`src/rtl/addsub_nibble_seq_if.sv`:
```
// Handshake bundle for addsub_nibble_seq: operand request side and result side.
// out_ovf is present only when ADDSUB_OVF_EN is defined.
interface addsub_nibble_seq_if #(
  parameter int unsigned NIBBLES = 4
);
  localparam int unsigned W = 4 * NIBBLES;

  logic         in_valid;
  logic         in_ready;
  logic [W-1:0] in_a;
  logic [W-1:0] in_b;
  logic         in_m;
  logic         out_valid;
  logic         out_ready;
  logic [W-1:0] out_s;
  logic         out_carry;
`ifdef ADDSUB_OVF_EN
  logic         out_ovf;
`endif

  modport master (
    output in_valid, in_a, in_b, in_m, out_ready,
    input  in_ready, out_valid, out_s, out_carry
`ifdef ADDSUB_OVF_EN
    , input out_ovf
`endif
  );

  modport slave (
    input  in_valid, in_a, in_b, in_m, out_ready,
    output in_ready, out_valid, out_s, out_carry
`ifdef ADDSUB_OVF_EN
    , output out_ovf
`endif
  );
endinterface

```
`src/rtl/addsub_nibble_seq.sv`:
```
// Nibble-serial W-bit add/subtract sequencer, one 4-bit slice per clock, LSB first.
// Define ADDSUB_OVF_EN to add the registered signed-overflow output out_ovf.
module addsub_nibble_seq #(
  parameter int unsigned NIBBLES = 4
) (
  input  logic               clk,
  input  logic               rst,
  addsub_nibble_seq_if.slave bus
);
  localparam int unsigned W  = 4 * NIBBLES;
  localparam int unsigned IW = (NIBBLES > 1) ? $clog2(NIBBLES) : 1;

  typedef enum logic [1:0] {IDLE, RUN, DONE} state_t;

  state_t         state_q, state_d;
  logic [W-1:0]   a_q, a_d;
  logic [W-1:0]   bx_q, bx_d;
  logic [W-1:0]   res_q, res_d;
  logic [IW-1:0]  idx_q, idx_d;
  logic           carry_q, carry_d;
  logic           out_valid_q, out_valid_d;
  logic [W-1:0]   out_s_q, out_s_d;
  logic           out_carry_q, out_carry_d;
`ifdef ADDSUB_OVF_EN
  logic           out_ovf_q, out_ovf_d;
`endif

  logic [IW+1:0]  base;
  logic [4:0]     sum;
  logic [W-1:0]   res_full;

  // Current slice sum and the working result with that slice merged in
  always_comb begin
    base     = {idx_q, 2'b00};
    sum      = {1'b0, a_q[base +: 4]} + {1'b0, bx_q[base +: 4]} + {4'd0, carry_q};
    res_full = res_q;
    res_full[base +: 4] = sum[3:0];
  end

  always_comb begin
    state_d     = state_q;
    a_d         = a_q;
    bx_d        = bx_q;
    res_d       = res_q;
    idx_d       = idx_q;
    carry_d     = carry_q;
    out_valid_d = out_valid_q;
    out_s_d     = out_s_q;
    out_carry_d = out_carry_q;
`ifdef ADDSUB_OVF_EN
    out_ovf_d   = out_ovf_q;
`endif
    unique case (state_q)
      IDLE: begin
        if (bus.in_valid) begin
          a_d     = bus.in_a;
          bx_d    = bus.in_b ^ {W{bus.in_m}};
          carry_d = bus.in_m;
          idx_d   = '0;
          res_d   = '0;
          state_d = RUN;
        end
      end
      RUN: begin
        res_d   = res_full;
        carry_d = sum[4];
        idx_d   = idx_q + 1'b1;
        if (idx_q == IW'(NIBBLES - 1)) begin
          idx_d       = '0;
          out_s_d     = res_full;
          out_carry_d = sum[4];
`ifdef ADDSUB_OVF_EN
          out_ovf_d   = (a_q[W-1] ~^ bx_q[W-1]) & (res_full[W-1] ^ a_q[W-1]);
`endif
          out_valid_d = 1'b1;
          state_d     = DONE;
        end
      end
      DONE: begin
        if (bus.out_ready) begin
          out_valid_d = 1'b0;
          state_d     = IDLE;
        end
      end
      default: state_d = IDLE;
    endcase
  end

  always_ff @(posedge clk) begin
    if (rst) begin
      state_q     <= IDLE;
      a_q         <= '0;
      bx_q        <= '0;
      res_q       <= '0;
      idx_q       <= '0;
      carry_q     <= 1'b0;
      out_valid_q <= 1'b0;
      out_s_q     <= '0;
      out_carry_q <= 1'b0;
`ifdef ADDSUB_OVF_EN
      out_ovf_q   <= 1'b0;
`endif
    end else begin
      state_q     <= state_d;
      a_q         <= a_d;
      bx_q        <= bx_d;
      res_q       <= res_d;
      idx_q       <= idx_d;
      carry_q     <= carry_d;
      out_valid_q <= out_valid_d;
      out_s_q     <= out_s_d;
      out_carry_q <= out_carry_d;
`ifdef ADDSUB_OVF_EN
      out_ovf_q   <= out_ovf_d;
`endif
    end
  end

  assign bus.in_ready  = (state_q == IDLE) & ~rst;
  assign bus.out_valid = out_valid_q;
  assign bus.out_s     = out_s_q;
  assign bus.out_carry = out_carry_q;
`ifdef ADDSUB_OVF_EN
  assign bus.out_ovf   = out_ovf_q;
`endif
endmodule
```
`src/flat_wrapper.sv`:
```
// flat-port wrapper written by rule: the top's interface ports become plain ports
module addsub_nibble_seq_flat 
#(
  parameter int unsigned NIBBLES = 4
)
  (clk, rst, bus_in_valid, bus_in_a, bus_in_b, bus_in_m, bus_out_ready, bus_in_ready, bus_out_valid, bus_out_s, bus_out_carry);
  addsub_nibble_seq_if #(.NIBBLES(NIBBLES)) bus_i ();
  input  logic clk;
  input  logic rst;
  input wire logic [$bits(bus_i.in_valid)-1:0] bus_in_valid;
  input wire logic [$bits(bus_i.in_a)-1:0] bus_in_a;
  input wire logic [$bits(bus_i.in_b)-1:0] bus_in_b;
  input wire logic [$bits(bus_i.in_m)-1:0] bus_in_m;
  input wire logic [$bits(bus_i.out_ready)-1:0] bus_out_ready;
  output wire logic [$bits(bus_i.in_ready)-1:0] bus_in_ready;
  output wire logic [$bits(bus_i.out_valid)-1:0] bus_out_valid;
  output wire logic [$bits(bus_i.out_s)-1:0] bus_out_s;
  output wire logic [$bits(bus_i.out_carry)-1:0] bus_out_carry;
  assign bus_i.in_valid = bus_in_valid;
  assign bus_i.in_a = bus_in_a;
  assign bus_i.in_b = bus_in_b;
  assign bus_i.in_m = bus_in_m;
  assign bus_i.out_ready = bus_out_ready;
  assign bus_in_ready = bus_i.in_ready;
  assign bus_out_valid = bus_i.out_valid;
  assign bus_out_s = bus_i.out_s;
  assign bus_out_carry = bus_i.out_carry;
  addsub_nibble_seq #(.NIBBLES(NIBBLES)) u_core (.clk(clk), .rst(rst), .bus(bus_i));
endmodule
```
`config.mk`:
```
export PLATFORM = sky130hd
export DESIGN_NAME = addsub_nibble_seq_flat
export DESIGN_NICKNAME = d
export VERILOG_FILES = /design/src/rtl/addsub_nibble_seq_if.sv /design/src/rtl/addsub_nibble_seq.sv /design/src/flat_wrapper.sv
export SDC_FILE = /design/constraint.sdc
export NUM_CORES = 1
export LEC_CHECK = 0
export ABC_AREA = 0
export BUFFER_PORTS_ARGS = -buffer_cell sky130_fd_sc_hd__buf_2
export CAP_MARGIN = 20
export CORE_AREA = 2 2 95 115
export CTS_CLUSTER_SIZE = 28
export DETAILED_ROUTE_END_ITERATION = 16
export DIE_AREA = 0 0 97 117
export PLACE_DENSITY_LB_ADDON = 0.05
export SYNTH_ARGS = -nofsm -noshare
export SYNTH_HDL_FRONTEND = slang
export SYNTH_SLANG_ARGS = --single-unit
```
`constraint.sdc`:
```
create_clock -name clk -period 3.35 [get_ports clk]
set_input_delay 0.335 -clock clk [delete_from_list [all_inputs] [get_ports clk]]
set_output_delay 0.335 -clock clk [all_outputs]
set_load 0.01 [all_outputs]
```
==> results of run 1 <==
-- registers in the layout (all words and copies together) (netlist names) --
register	count
u_core.carry_q	1
u_core.bx_q	16
u_core.bus.out_s	16
u_core.res_q	16
u_core.bus.out_valid	1
u_core.idx_q	2
u_core.bus.out_carry	1
u_core.state_q	2
u_core.a_q	16
-- power by group through the flow --
stage          Sequential (W)  Combinational [W]  Clock (W)
2_1_floorplan        0.000913           0.000210          0
3_3_place_gp         0.000929           0.000277          0
3_5_place_dp         0.000928           0.000279          0
4_1_cts              0.000910           0.000279   0.000885
5_1_grt              0.000913           0.000306   0.000921
6_report             0.000908           0.000276   0.000855
-- worst min-delay path, stage by stage --
cell and delay [ns]:
buf_2 0.09, nand2_1 0.04, a21oi_1 0.05
-- layout make-up --
| class | instances | area, um^2 | share of cell area |
|---|---|---|---|
| inverter | 6 | 22.5 | 0.00553 |
| tap | 129 | 161 | 0.0396 |
| timing repair buffer | 61 | 320 | 0.0786 |
| multi-input combinational | 284 | 1890 | 0.464 |
| clock buffer | 14 | 254 | 0.0623 |
| sequential | 71 | 1420 | 0.349 |
| clock inverter | 1 | 5.00 | 0.00123 |
-- logic make-up after synthesis --
logic type | count (synthesis) | synth area share
compound gates | 100 | 0.201
xor+xnor | 17 | 0.0426
buf+inv | 35 | 0.0536
mux | 9 | 0.0547
flops | 71 | 0.406
fa+ha+maj | 11 | 0.0436
simple gates | 147 | 0.199
-- path summary, 6_finish.rpt --
kind | endpoint | slack, ns | cells after the start
setup / recovery | u_core.res_q[5] | 0.46 | 8
hold / removal | u_core.a_q[9] | 0.24 | 3
setup reg to reg | u_core.res_q[5] | 0.46 | 8
hold reg to reg | u_core.a_q[8] | 0.45 | 2
-- Yosys cell counts (all sizes together) (2+ instances only) --
master  instances
ha              9
a311oi          5
nand2b          7
clkbuf         11
nand2          55
xnor2          17
mux4            8
dfxtp          71
o22ai           6
nand3           9
a31oi           5
inv             6
and3b           2
a211oi         32
nor2           43
o21ai           6
fa              2
and2            2
nor3            2
buf            18
a21oi          39
a41oi           2
or2             2
nor2b          21
-- metrics by stage --
stage	instance area (um^2)	worst slack, ns	power, W
6_report	4070	0.464	0.00204
5_1_grt	4070	0.259	0.00214
4_1_cts	4070	0.407	0.00207
3_5_place_dp	3810	0.446	0.00121
3_3_place_gp	3810	0.477	0.00121
2_1_floorplan	3500	0.507	0.00112
-- per-layer routing --
layer | track usage | vias to the layer above | share of wire
li1 | - | 1447 | -
met1 | 0.186 | 1308 | 0.46
met2 | 0.281 | 62 | 0.49
met3 | 0.0255 | 13 | 0.028
met4 | 0.0779 | 0 | 0.023
met5 | 0 | - | 0
==> out/metrics.csv, run 1 <==
metric;value;unit
VDD IR max;238;uV
FP Rows;41;
largest net degree at the start of global routing;50;
non-filler cells, final;566;
Cells after Synth;390;
final net count;481;
Max FO, Critical Path;7;
critical-path cell with the highest stage delay;mux4_2;
Root Driver;clkbuf_16;
die area;11300;um^2
Post-Syn Area per Cell;8.97;um^2
Clock Skews;0.00645;ns
sequential fraction of the synthesis area;0.406;
Post-CTS Hold Buffers;0;
Initial Util;0.339;
Pwr per Cell Area;501;nW/um^2
share of layout cells above drive strength 1;0.231;
Post-CTS Setup Bufs;0;
Worst EP required;3.62;ns
post-synth top area cell;dfxtp_1;
Reg clk slew, reported paths;0.06;ns
most common cell after layout, fill and taps aside;dfxtp_1;
DP HPWL;6.08;mm
CTS resizes;0;
combinational share of power;0.135;
Max-Slew Margin vs Limit;0.516;
CP Launch Type;flop;
Die H;117;um
final core utilization;0.395;
Crit path max-delay family;adder cells;
Synth-to-Final Area Change;16.5;%
commonest non-fill, non-tap cells in the layout;dfxtp_1 (71), nand2_1 (55), buf_2 (55), nor2_1 (41), a21oi_1 (38);
CTS max path bufs;2;
first-pass iteration count of the detailed router;5;
asr flop ratio synth;0;
final WL;8.59;mm
RD Place Congestion;0.796;
Buf/Inv on CP;1;
Core Area;10300;um^2
Worst Setup End Kind;flop;
CTS tree;done;
max_cap viols;0;
Final Max Slew Viols;0;
Sw Share;0.258;
vias after detailed routing;2830;
htree depth;3;
I/O pins;56;
P_sw;0.000527;W
Die Wd;97;um
Int Power;0.00151;W
YS warnings;0;
worst flop-to-flop path startpoint;u_core.idx_q[0];
placed cell count;551;
Fmax achieved;346;MHz
Post-DRT Antenna Nets;0;
Fillers;1064;
# diodes;0;
synth top area cells;dfxtp_1 (41%), nand2_1 (5.9%), a21oi_1 (5.4%), mux4_2 (5.2%), nor2_1 (4.4%);
# DRC;0;
flops & latches, synth;71;
min-delay worst type;in2reg;
Worst-Margin Slew;0.726;ns
Worst Path Arrival;3.16;ns
cells along the critical path;mux4_2 -> fa_1 -> inv_1 -> fa_1 -> nor2_1 -> a41oi_1 -> o22ai_1 -> nor2b_1;
status;finished, final reports clean;
Final Hold Viols;0;
Top FF cell, synth;dfxtp_1;
WS Path Type;reg2reg;
Clk pwr share;0.419;
cts bufs inserted;9;
min-delay src;bus_in_a[9];
Critical Path Start;u_core.idx_q[0];
Post-synth EDFFs;0;
delay of the slowest cell on the worst path;0.58;ns
Vias/cell;5.00;
Setup Viol. Count Final;0;
total track usage;0.158;
Yosys top cell area share;0.406;
quantity of I/O buffers inserted on ports;55;
leak pwr;1.52;nW
Clock Sinks;71;
hold slack;0.240;ns
synthesized net count;438;
synthesized cell area;3500;um^2
RSZ-0062 raised after global routing;no;
Final period util;0.862;
Clk Latency, worst-skew pair;0.33;ns
vias in the first global route;2748;
initial drt markers;83;
clock period minus worst slack;2.89;ns
Yosys cell types;42;
routed length per instance;15.2;um
CP dominant cell by count;fa_1;
gr ovfl total;0;
initial antenna violation count;0;
sequential share of power;0.445;
first-pass GRT wire length;14.0;mm
setup_tns;0;ns
Power figures use the tool's default switching activity.
==> run 2, diff against run 1 <==
--- a/config.mk
+++ b/config.mk
@@ -12,6 +12,7 @@
 export CTS_CLUSTER_SIZE = 28
 export DETAILED_ROUTE_END_ITERATION = 16
 export DIE_AREA = 0 0 97 117
+export MAX_ROUTING_LAYER = met4
 export PLACE_DENSITY_LB_ADDON = 0.05
 export SYNTH_ARGS = -nofsm -noshare
 export SYNTH_HDL_FRONTEND = slang
==> run 2 against run 1 <==
  * Utilization is the same
  * Via count is 1.2% lower
  * Combinational power is essentially flat
  * Clock power is essentially flat
  * Design area did not move
  * Global-route usage rose by 0.48 points
  * Flip-flop and latch count is the same
  * Clock skew about the same
  * Setup slack better by 0.0053 ns
  * Count of clock-buffer cells in the layout stayed put
  * Routed wire length fell by 0.59%
  * Highest routed layer unchanged
==> out/metrics.csv, run 2 (synthesized netlist as in run 1, its figures left out) <==
metric;value;unit
status;finished, final reports clean;
I/O pins;56;
max_cap viols;0;
CTS max path bufs;2;
DP HPWL;6.08;mm
Setup Viol. Count Final;0;
Fillers;1064;
Worst Path Arrival;3.15;ns
Design Area, Final;4070;um^2
hold path cells;3;
Final period util;0.860;
Root Driver;clkbuf_16;
initial antenna violation count;0;
Initial Util;0.339;
Max-Slew Margin vs Limit;0.517;
Worst-Margin Slew;0.725;ns
share of layout cells above drive strength 1;0.231;
cts bufs inserted;9;
htree depth;3;
routed length per instance;15.1;um
largest net degree at the start of global routing;50;
DP Worst Slack;0.446;ns
WS Path Type;reg2reg;
setup_tns;0;ns
Final Hold Viols;0;
Max FO, Critical Path;7;
Post-CTS Hold Buffers;0;
VDD IR max;238;uV
CTS tree;done;
Clock Skews;0.00636;ns
final WL;8.54;mm
leak pwr;1.52;nW
die area;11300;um^2
# diodes;0;
vias in the first global route;2736;
Reg2Reg Depth;8;
Synth-to-Final Area Change;16.5;%
vias after detailed routing;2797;
clock period minus worst slack;2.88;ns
quantity of I/O buffers inserted on ports;55;
Worst Setup End Kind;flop;
first-pass GRT wire length;14.0;mm
final net count;481;
Clk Latency, worst-skew pair;0.33;ns
CTS resizes;0;
Vias/cell;4.94;
Post-DP Area;3810;um^2
first-pass iteration count of the detailed router;4;
final core utilization;0.395;
Setup WS post-layout;0.469;ns
Final Max Slew Viols;0;
FP Rows;41;
CP Launch Type;flop;
total track usage;0.162;
RSZ-0062 raised after global routing;no;
Core Area;10300;um^2
min-delay worst type;in2reg;
commonest non-fill, non-tap cells in the layout;dfxtp_1 (71), nand2_1 (55), buf_2 (55), nor2_1 (41), a21oi_1 (38);
gr ovfl total;0;
Post-DRT Antenna Nets;0;
Reg clk slew, reported paths;0.06;ns
Clock Sinks;71;
Pwr per Cell Area;501;nW/um^2
most common cell after layout, fill and taps aside;dfxtp_1;
RD Place Congestion;0.807;
# DRC;0;
Die H;117;um
initial drt markers;80;
Die Wd;97;um
Fmax achieved;347;MHz
Post-CTS Setup Bufs;0;
Worst EP required;3.62;ns
run 2: cell counts in the layout (fill, tap and decap cells not counted):
Identical to the previous run, type by type.
run 2: worst max-delay path, cell delays in order (launching register included):
cell     delay [ns]
dfxtp_1        0.57
mux4_2         0.58
fa_1           0.43
inv_1          0.09
fa_1           0.43
nor2_1         0.22
a41oi_1        0.19
o22ai_1        0.18
nor2b_1        0.14
run 2: cell type report:
cell class / instances / area [um^2] / share of cell area
Multi-Input combinational cell: 284 / 1890 / 0.464
Inverter: 6 / 22.5 / 0.00553
Tap cell: 129 / 161 / 0.0396
Clock buffer: 14 / 254 / 0.0623
Sequential cell: 71 / 1420 / 0.349
Clock inverter: 1 / 5.00 / 0.00123
Timing Repair Buffer: 61 / 320 / 0.0786
run 2: per-layer routing:
metal	share of wire	up-vias	wire, um	GRT usage
li1	-	1444	-	-
met1	0.45	1294	3880	0.187
met2	0.50	47	4240	0.280
met3	0.025	12	212	0.0255
met4	0.023	0	200	0.0779
met5	0	-	0	-
run 2: path summary, 6_finish.rpt:
path / startpoint / to / slack [ns]
worst max-delay path: u_core.idx_q[0] / u_core.res_q[5] / 0.47
worst min-delay path: bus_in_a[9] / u_core.a_q[9] / 0.24
worst max register to register: u_core.idx_q[0] / u_core.res_q[5] / 0.47
worst min register to register: u_core.a_q[8] / u_core.a_q[8] / 0.45
run 2: metrics by stage:
stage | total power (W) | std cells | hold WS (ns)
2_1_floorplan | 0.00112 | 390 | 0.433
4_1_cts | 0.00207 | 566 | 0.228
5_1_grt | 0.00214 | 566 | 0.243
6_report | 0.00204 | 566 | 0.239
3_3_place_gp | 0.00121 | 551 | 0.443
3_5_place_dp | 0.00121 | 551 | 0.448
run 2: where the power goes:
part	total, W	internal, W	switching (W)
clock network	0.000856	0.000517	0.000339
logic	0.000275	0.000114	0.000161
registers	0.000908	0.000881	0.0000269
total	0.00204	0.00151	0.000527
==> run 3, diff against run 2 <==
--- a/config.mk
+++ b/config.mk
@@ -8,10 +8,10 @@
 export ABC_AREA = 0
 export BUFFER_PORTS_ARGS = -buffer_cell sky130_fd_sc_hd__buf_2
 export CAP_MARGIN = 20
-export CORE_AREA = 2 2 95 115
+export CORE_AREA = 2 2 76 92
 export CTS_CLUSTER_SIZE = 28
 export DETAILED_ROUTE_END_ITERATION = 16
-export DIE_AREA = 0 0 97 117
+export DIE_AREA = 0 0 78 94
 export MAX_ROUTING_LAYER = met4
 export PLACE_DENSITY_LB_ADDON = 0.05
 export SYNTH_ARGS = -nofsm -noshare
==> run 3 against run 2 <==
  * Sequential power hardly changed
  * Clock skew is 0.00085 ns higher
  * Final cell count is 7.6% lower
  * Critical path type unchanged
  * Largest cell class unchanged
  * Largest power group unchanged
  * Highest routed layer unchanged
==> out/metrics.csv, run 3 (synthesized netlist as in run 1, its figures left out) <==
metric;value;unit
status;finished, final reports clean;
htree depth;3;
routed wl met3;233;um
min-delay src;bus_in_a[8];
Post-CTS Setup Bufs;0;
RSZ-0062 raised after global routing;no;
vias after detailed routing;2783;
leak pwr;1.50;nW
CTS tree;done;
first-pass iteration count of the detailed router;5;
Vias/cell;5.32;
I/O pins;56;
WS Path Type;reg2reg;
min-delay worst type;in2reg;
Post-CTS Hold Buffers;0;
Final period util;0.847;
setup_tns;0;ns
Worst EP required;3.63;ns
setup slack, reg-to-reg;0.51;ns
total track usage;0.226;
# DRC;0;
Final Hold Viols;0;
non-filler cells, final;523;
Final Max Slew Viols;0;
Top Layer Used;met4;
Post-DRT Antenna Nets;0;
DP HPWL;5.19;mm
Clock Skews;0.00721;ns
hold slack;0.223;ns
worst flop-to-flop path startpoint;u_core.idx_q[0];
largest net degree at the start of global routing;44;
WL met2;3.74;mm
share of layout cells above drive strength 1;0.240;
RD Place Congestion;0.870;
Synth-to-Final Area Change;12.8;%
initial antenna violation count;0;
Reg clk slew, reported paths;0.07;ns
final WL;7.40;mm
max_cap viols;0;
critical path endpoint;u_core.res_q[9];
Max FO, Critical Path;7;
Die Wd;78;um
initial drt markers;162;
M1 wire length;3.35;mm
gr ovfl total;0;
final core utilization;0.616;
FP Rows;32;
Setup WS post-layout;0.514;ns
CTS resizes;0;
cts bufs inserted;9;
Worst-Margin Slew;0.878;ns
Worst Setup End Kind;flop;
DP Worst Slack;0.529;ns
Fillers;611;
most common cell after layout, fill and taps aside;dfxtp_1;
CP Launch Type;flop;
vias in the first global route;2683;
commonest non-fill, non-tap cells in the layout;dfxtp_1 (71), nand2_1 (55), buf_2 (55), nor2_1 (41), a21oi_1 (38);
final net count;482;
Critical Path Start;u_core.idx_q[0];
# diodes;0;
Pwr per Cell Area;462;nW/um^2
worst r2r dst;u_core.res_q[9];
Die H;94;um
VDD IR max;375;uV
placed cell count;508;
first-pass GRT wire length;12.7;mm
Clk Latency, worst-skew pair;0.34;ns
die area;7330;um^2
Max-Slew Margin vs Limit;0.413;
Fmax achieved;353;MHz
quantity of I/O buffers inserted on ports;55;
Setup Viol. Count Final;0;
Clock Sinks;71;
Root Driver;clkbuf_8;
Initial Util;0.546;
Reg2Reg Depth;8;
CTS max path bufs;2;
Core Area;6410;um^2
clock period minus worst slack;2.84;ns
routed length per instance;14.2;um
Worst Path Arrival;3.11;ns
==> run 3: metrics by stage <==
stage / area (um^2) / power, W
3_3_place_gp: 3770 / 0.00119
2_1_floorplan: 3500 / 0.00112
4_1_cts: 3950 / 0.00183
5_1_grt: 3950 / 0.00191
6_report: 3950 / 0.00182
3_5_place_dp: 3770 / 0.00120
==> run 3: area by class of cell <==
class	count	area [um^2]	area share
clock inverters	5	50.0	0.0127
repair buffers	62	328	0.0831
inverters	6	22.5	0.00571
multi-input cells	284	1890	0.479
clock buffers	10	128	0.0324
flip-flops and latches	71	1420	0.360
well taps	85	106	0.0270
==> run 3: critical path, cell delays in order (launching register included) <==
cell     delay, ns
dfxtp_1       0.53
mux4_2        0.57
fa_1          0.43
inv_1         0.08
fa_1          0.44
nor2_1        0.22
a31oi_1       0.16
o22ai_1       0.18
nor2b_1       0.17
==> run 3: report_power, final <==
group | switching, W | internal [W]
combinational | 0.000154 | 0.000115
clock | 0.000311 | 0.000335
sequential | 0.0000270 | 0.000880
total | 0.000492 | 0.00133
==> run 3: per-layer routing <==
metal / GRT usage / up-vias
li1: - / 1443
met4: 0.0819 / 0
met1: 0.272 / 1282
met5: - / -
met3: 0.0433 / 10
met2: 0.379 / 48
==> run 3: worst min-delay path by stage <==
stage	endpoint	slack, ns	cells after the start
final	u_core.a_q[8]	0.22	3
after global routing	u_core.a_q[8]	0.22	3
after CTS	u_core.a_q[8]	0.21	3
after detailed placement	u_core.a_q[7]	0.45	2
after global placement	u_core.a_q[5]	0.44	2
after floorplan	u_core.a_q[10]	0.43	2
